===== src/rtl/k005297_pkg.sv =====
// Shared definitions for the K005297 page comparator slice: state encoding,
// rotation slot indices and the debug view of the compare FSM.
package k005297_pkg;

  localparam int PAGE_W       = 12;
  localparam int TRY_W        = 12;
  localparam int IDX_W        = 4;

  localparam int SLOT_CNT_ADV = 19;
  localparam int SHIFT_FIRST  = 0;
  localparam int SHIFT_LAST   = 11;

  typedef enum logic [1:0] {
    ST_IDLE    = 2'd0,
    ST_ARMED   = 2'd1,
    ST_SHIFTIN = 2'd2,
    ST_RESOLVE = 2'd3
  } pgcmp_state_t;

  typedef struct packed {
    pgcmp_state_t       state;
    logic [IDX_W-1:0]   bit_idx;
    logic [TRY_W-1:0]   try_cnt;
    logic               mismatch;
  } pgcmp_dbg_t;

endpackage


===== src/rtl/k005297_poscnt.sv =====
// Bubble page-position counter: wraps to 0 after PAGE_MAX, clear wins over advance.
module k005297_poscnt
  import k005297_pkg::*;
#(
  parameter int PAGE_MAX = 2052
) (
  input  logic              i_clk,
  input  logic              i_rst_n,
  input  logic              i_ce,
  input  logic              i_adv,
  input  logic              i_clr,
  output logic [PAGE_W-1:0] o_cnt
);

  localparam logic [PAGE_W-1:0] LP_PAGE_MAX = PAGE_W'(PAGE_MAX);

  logic [PAGE_W-1:0] r_cnt;

  always_ff @(posedge i_clk or negedge i_rst_n) begin
    if (!i_rst_n) begin
      r_cnt <= '0;
    end else if (i_ce) begin
      if (i_clr) begin
        r_cnt <= '0;
      end else if (i_adv) begin
        r_cnt <= (r_cnt == LP_PAGE_MAX) ? '0 : r_cnt + PAGE_W'(1);
      end
    end
  end

  assign o_cnt = r_cnt;

endmodule


===== src/rtl/k005297_pgcmp.sv =====
// Serial page-position comparator: matches the LSB-first page stream from the
// page register against the position counter, one bit per 2 MHz enable.
module k005297_pgcmp
  import k005297_pkg::*;
#(
  parameter int PAGE_MAX = 2052,
  parameter int TRY_MAX  = 2053
) (
  input  logic              i_MCLK,
  input  logic              i_SYS_RST_n,
  input  logic              i_CLK2M_PCEN_n,
  input  logic [19:0]       i_ROT20_n,
  input  logic              i_PGREG_SR_SHIFT,
  input  logic              i_PGREG_SR_LSB,
  input  logic              i_POSCNT_CLR,
  input  logic              i_POSCNT_EN,
  input  logic              i_CMP_START,
  input  logic              i_CMP_ABORT,
  output logic [PAGE_W-1:0] o_POSCNT,
  output logic              o_PGCMP_BUSY,
  output logic              o_PGCMP_MATCH,
  output logic              o_PGCMP_TIMEOUT,
  output pgcmp_dbg_t        o_DBG
);

  localparam logic [TRY_W-1:0] LP_TRY_LAST = TRY_W'(TRY_MAX - 1);
  localparam logic [IDX_W-1:0] LP_IDX_LAST = IDX_W'(SHIFT_LAST);

  logic              w_ce;
  logic              w_adv;
  logic [PAGE_W-1:0] w_poscnt;
  logic              w_mis_first;
  logic              w_mis_bit;
  logic              w_unused_rot;

  pgcmp_state_t      r_state;
  logic [IDX_W-1:0]  r_bit_idx;
  logic [TRY_W-1:0]  r_try;
  logic              r_mis;
  logic              r_match;
  logic              r_timeout;

  assign w_ce  = ~i_CLK2M_PCEN_n;
  assign w_adv = ~i_ROT20_n[SLOT_CNT_ADV] & i_POSCNT_EN;
  // Only the advance slot is decoded here; the rest of the rotation is upstream's business.
  assign w_unused_rot = ^i_ROT20_n[SLOT_CNT_ADV-1:0];

  k005297_poscnt #(
    .PAGE_MAX (PAGE_MAX)
  ) u_poscnt (
    .i_clk   (i_MCLK),
    .i_rst_n (i_SYS_RST_n),
    .i_ce    (w_ce),
    .i_adv   (w_adv),
    .i_clr   (i_POSCNT_CLR),
    .o_cnt   (w_poscnt)
  );

  // The counter only moves in slot 19, so it is stable across the 12-bit window.
  assign w_mis_first = i_PGREG_SR_LSB ^ w_poscnt[SHIFT_FIRST];
  assign w_mis_bit   = i_PGREG_SR_LSB ^ w_poscnt[r_bit_idx];

  // START and ABORT are levels sampled on enable edges; ABORT wins and never emits MATCH/TIMEOUT.
  always_ff @(posedge i_MCLK or negedge i_SYS_RST_n) begin
    if (!i_SYS_RST_n) begin
      r_state   <= ST_IDLE;
      r_bit_idx <= '0;
      r_try     <= '0;
      r_mis     <= 1'b0;
      r_match   <= 1'b0;
      r_timeout <= 1'b0;
    end else if (w_ce) begin
      r_match <= 1'b0;
      if (i_CMP_ABORT) begin
        r_state   <= ST_IDLE;
        r_bit_idx <= '0;
      end else begin
        case (r_state)
          ST_IDLE: begin
            if (i_CMP_START) begin
              r_state   <= ST_ARMED;
              r_try     <= '0;
              r_timeout <= 1'b0;
              r_bit_idx <= '0;
            end
          end
          ST_ARMED: begin
            if (i_PGREG_SR_SHIFT) begin
              r_mis     <= w_mis_first;
              r_bit_idx <= IDX_W'(1);
              r_state   <= ST_SHIFTIN;
            end
          end
          ST_SHIFTIN: begin
            if (i_PGREG_SR_SHIFT) begin
              r_mis <= r_mis | w_mis_bit;
              if (r_bit_idx == LP_IDX_LAST) begin
                r_state <= ST_RESOLVE;
              end else begin
                r_bit_idx <= r_bit_idx + IDX_W'(1);
              end
            end else begin
              // Truncated frame: drop it without charging a try.
              r_state   <= ST_ARMED;
              r_bit_idx <= '0;
            end
          end
          ST_RESOLVE: begin
            r_bit_idx <= '0;
            if (!r_mis) begin
              r_match <= 1'b1;
              r_state <= ST_IDLE;
            end else begin
              r_try <= r_try + TRY_W'(1);
              if (r_try == LP_TRY_LAST) begin
                r_timeout <= 1'b1;
                r_state   <= ST_IDLE;
              end else begin
                r_state <= ST_ARMED;
              end
            end
          end
          default: r_state <= ST_IDLE;
        endcase
      end
    end
  end

  assign o_POSCNT        = w_poscnt;
  assign o_PGCMP_BUSY    = (r_state != ST_IDLE);
  assign o_PGCMP_MATCH   = r_match;
  assign o_PGCMP_TIMEOUT = r_timeout;
  assign o_DBG           = '{state: r_state, bit_idx: r_bit_idx, try_cnt: r_try, mismatch: r_mis};

endmodule


===== config.mk =====
export PLATFORM = sky130hd
export DESIGN_NAME = k005297_pgcmp
export DESIGN_NICKNAME = d
export VERILOG_FILES = /design/src/rtl/k005297_pkg.sv /design/src/rtl/k005297_poscnt.sv /design/src/rtl/k005297_pgcmp.sv
export SDC_FILE = /design/constraint.sdc
export NUM_CORES = 1
export LEC_CHECK = 0
export BUFFER_PORTS_ARGS = -buffer_cell sky130_fd_sc_hd__buf_4
export CAP_MARGIN = 20
export CORE_MARGIN = 3
export CORE_UTILIZATION = 30
export DETAILED_ROUTE_END_ITERATION = 10
export GPL_TIMING_DRIVEN = 0
export PLACE_DENSITY_LB_ADDON = 0.1
export SLEW_MARGIN = 0
export SYNTH_ARGS = -nofsm -noshare
export SYNTH_HDL_FRONTEND = slang
export SYNTH_SLANG_ARGS = --single-unit

===== constraint.sdc =====
create_clock -name i_MCLK -period 5.56 [get_ports i_MCLK]
set_input_delay 1.112 -clock i_MCLK [delete_from_list [all_inputs] [get_ports i_MCLK]]
set_output_delay 1.112 -clock i_MCLK [all_outputs]
set_load 0.05 [all_outputs]

==> reports/metrics.yaml <==
synth:
  synth-adder-area-share: 0.0541
  synth_top_area_frac: 0.397
  yosys.area.top_type: "sky130_fd_sc_hd__dfrtp_1"
  top_cells_by_area_synth: "sky130_fd_sc_hd__dfrtp_1 40%, sky130_fd_sc_hd__ha_1 5.4%, sky130_fd_sc_hd__xnor2_1 5.1%"
  simple_logic_cell_fraction_of_the_synthesized_area: 0.262
  dominantRegCellSynth: "sky130_fd_sc_hd__dfrtp_1"
  ys_warn_count: 0
  post_synth_xor_area_fraction: 0.0631
  synth-compound-area-share: 0.140
  synth_enable_flop_cells: 0
  post_synth_instance_area_um2: 2080
  synth_top_family_by_area: "simple AND/OR/NAND/NOR gates"
  avgSynthCellArea_um2: 9.33
  async_reset_ff_frac: 1.00
  syn_inst: 223
  synthDistinctLibCells: 51
  synth-seq-cells: 33
  ys_seq_area_frac: 0.397
  synth_mux_area_frac: 0.0379
  total_nets_after_synthesis: 261
finish:
  net_count_reported_at_finish: 309
  layout-drive-gt1-share: 0.239
  design_area_um2: 2590
  postLayoutCoreUtil: 0.396
  diodes: 0
  final_cell_count_no_fill: 349
  area_growth_syn_to_layout_pct: 24.3
timing:
  whs_ns: 0.522
  layout_worst_path_cycle_share: 0.446
  remaining_max_slew_budget_at_the_tightest_pin: 0.531
  finalSetupViolations: 0
  fin_setup_tns_ns: 0
  final-hold-violation-count: 0
  tightest_slew_ns: 0.702
  period_minus_slack_ns: 2.48
  timing.clock.skew_ns: 0.00561
  maxSlewViolCount: 0
  layout_setup_ws_ns: 3.08
  max_freq_mhz: 403
  unrepaired_setup_endpoints_after_global_routing: "false"
setup_path:
  r2r_cells: 8
  cp_max_fo: 6
  setup.worst_path.end_class: "primary output"
  cp.arrival_ns: 1.37
  crit_type: "reg -> out"
  rr_endpoint: "r_try[9]$_DFFE_PN0P_"
  critPathLaunchType: "flop"
  worst_reg2reg_startpoint: "r_state[0]$_DFFE_PN0P_"
  cp.required_ns: 4.45
  rrSetupSlack_ns: 3.21
place:
  port_buffers: 41
  post-dp-hpwl_um: 3830
  placed_cell_area_um2: 2480
  placement.setup.worst_slack_ns: 2.85
  placed_instance_count: 341
  gp_congestion: 0.802
global_route:
  grt_antenna_before_repair: 0
  globalRouteTotalUtil: 0.145
  pin_count_of_the_biggest_net_entering_global_routing: 34
  grt_first_pass_wirelength_um: 8940
  via_count_of_the_first_global_routing_pass: 1741
  grt.overflow.total: 0
detailed_routing:
  detail-route-antenna-nets: 0
  routed_via_density: 5.19
  drt-wirelength-per-cell_um: 15.1
  drc: 0
  drtIter0Drc: 70
  via_count: 1812
  detail_route.first_pass.iterations: 4
  detail_route.wirelength_um: 5270
die:
  core_region_area_um2: 6530
  die_w_um: 89.3
  die_h_um: 89.3
  num_rows: 29
  design.die.area_um2: 7970
  boundaryPins: 63
  initial_utilization: 0.319
min_path:
  worst_hold_path.num_cells: 1
  min_to: "o_PGCMP_MATCH$_DFFE_PN0N_"
  hold_path.startpoint: "o_PGCMP_MATCH$_DFFE_PN0N_"
  worstHoldPathType: "reg -> reg"
power:
  p_leak_nw: 1.15
  power_mw: 0.935
  ir_drop_uv: 146
  power.density_cell_area_nw_per_um2: 361
clocking:
  tritoncts.num_buffers: 5
  cts_htree_levels: 2
  clk_path_buf_depth: 2
  post_cts.resized_instances: 0
  cts_tree: "done"
  hold_buffers: 0
  cts.reportedPaths.clkPinSlew_ns: 0.07
  cts_post_setup_buffers_inserted: 0
  ctsRootBufferMaster: "sky130_fd_sc_hd__clkbuf_8"
  tritoncts_num_sinks: 33
  clock_latency_at_the_later_pin_of_the_worst_skew_pair_ns: 0.28
run:
  maxCapViolations: 0
status:
  outcome: "finished, final reports clean"
## worst max-delay path: stages, from the launching register on
cell and delay (ns):
sky130_fd_sc_hd__dfrtp_1 0.45, sky130_fd_sc_hd__inv_1 0.11, sky130_fd_sc_hd__ha_1 0.25, sky130_fd_sc_hd__inv_1 0.08
sky130_fd_sc_hd__buf_4 0.19
## how the worst max path moves through the flow
stage | start | to | slack (ns) | depth (start not counted)
2_1_floorplan | i_CLK2M_PCEN_n | r_try[9]$_DFFE_PN0P_ | 3.00 | 8
3_3_place_gp | i_CLK2M_PCEN_n | r_try[5]$_DFFE_PN0P_ | 2.85 | 7
3_5_place_dp | i_CLK2M_PCEN_n | r_try[5]$_DFFE_PN0P_ | 2.85 | 7
4_1_cts | r_state[0]$_DFFE_PN0P_ | o_PGCMP_BUSY | 3.05 | 4
5_1_grt | r_state[0]$_DFFE_PN0P_ | o_PGCMP_BUSY | 2.97 | 4
6_report | r_state[0]$_DFFE_PN0P_ | o_PGCMP_BUSY | 3.08 | 4
## layout by cell type (no fill, tap or decap), types with 3 or more instances in the layout
master	count
sky130_fd_sc_hd__a21oi_1	6
sky130_fd_sc_hd__ha_1	9
sky130_fd_sc_hd__a31oi_1	4
sky130_fd_sc_hd__nor3_1	5
sky130_fd_sc_hd__xor2_1	3
sky130_fd_sc_hd__a22o_1	3
sky130_fd_sc_hd__nand4_1	5
sky130_fd_sc_hd__buf_4	42
sky130_fd_sc_hd__o21ai_1	14
sky130_fd_sc_hd__nand3_1	11
sky130_fd_sc_hd__xnor2_1	12
sky130_fd_sc_hd__o31ai_1	3
sky130_fd_sc_hd__nand2_1	19
sky130_fd_sc_hd__dfrtp_1	33
sky130_fd_sc_hd__mux4_2	3
sky130_fd_sc_hd__nand3b_1	3
sky130_fd_sc_hd__nor2_1	23
sky130_fd_sc_hd__inv_1	14
sky130_fd_sc_hd__nor2b_1	5
sky130_fd_sc_hd__nor4_1	7
sky130_fd_sc_hd__clkbuf_8	7
## layout make-up
type                       count  area, um2
fill                         655       3950
multi-input combinational    170       1160
sequential                    33        826
timing repair buffer          41        308
clock buffer                   7       96.3
tap                           77       96.3
inverter                      14       52.6
buffer                         6       43.8
clock inverter                 1       5.00
## state kept, by name, indices dropped and copies added, names as in the netlist
| register | flops |
|---|---|
| o_PGCMP_TIMEOUT | 1 |
| u_poscnt.o_cnt | 12 |
| r_mis | 1 |
| r_bit_idx | 4 |
| r_state | 2 |
| o_PGCMP_MATCH | 1 |
| r_try | 12 |
## synthesized netlist by cell type, drive strengths merged (2+ instances only)
library cell,instances
nor4,9
xnor2,12
nand2,19
nand3b,3
and2,2
o21ba,2
buf,5
xor2,3
a21oi,6
inv,14
dfrtp,33
nand4,5
nor3,6
a21o,2
o31ai,3
mux4,3
nor2,24
a31oi,4
nand3,11
a22o,3
nor4b,2
and3b,2
nor2b,6
ha,9
o21a,2
o21ai,16
## layer usage
metal | wire (um) | part of all wire | vias to the layer above | global-route usage
met5 | 0 | 0 | - | 0
li1 | - | - | 899 | -
met1 | 2520 | 0.48 | 856 | 0.198
met3 | 240 | 0.046 | 4 | 0.0323
met4 | 42 | 0.0080 | 0 | 0.0406
met2 | 2460 | 0.47 | 53 | 0.230
## report_power, final
| group | internal [mW] | switching [mW] |
|---|---|---|
| registers | 0.271 | 0.0478 |
| clock network | 0.112 | 0.0922 |
| logic | 0.143 | 0.269 |
| total | 0.526 | 0.409 |
## logic make-up (layout without fill, tap and decap cells)
logic type,Yosys count,after routing
adders and majority gates,9,9
DFF,33,33
and+or+nand+nor,97,97
muxes,4,4
AOI/OAI and AO/OA,45,45
buffers and inverters,20,69
xor gates and xnor gates,15,15
Note: power is estimated with default switching activity, not from simulation.
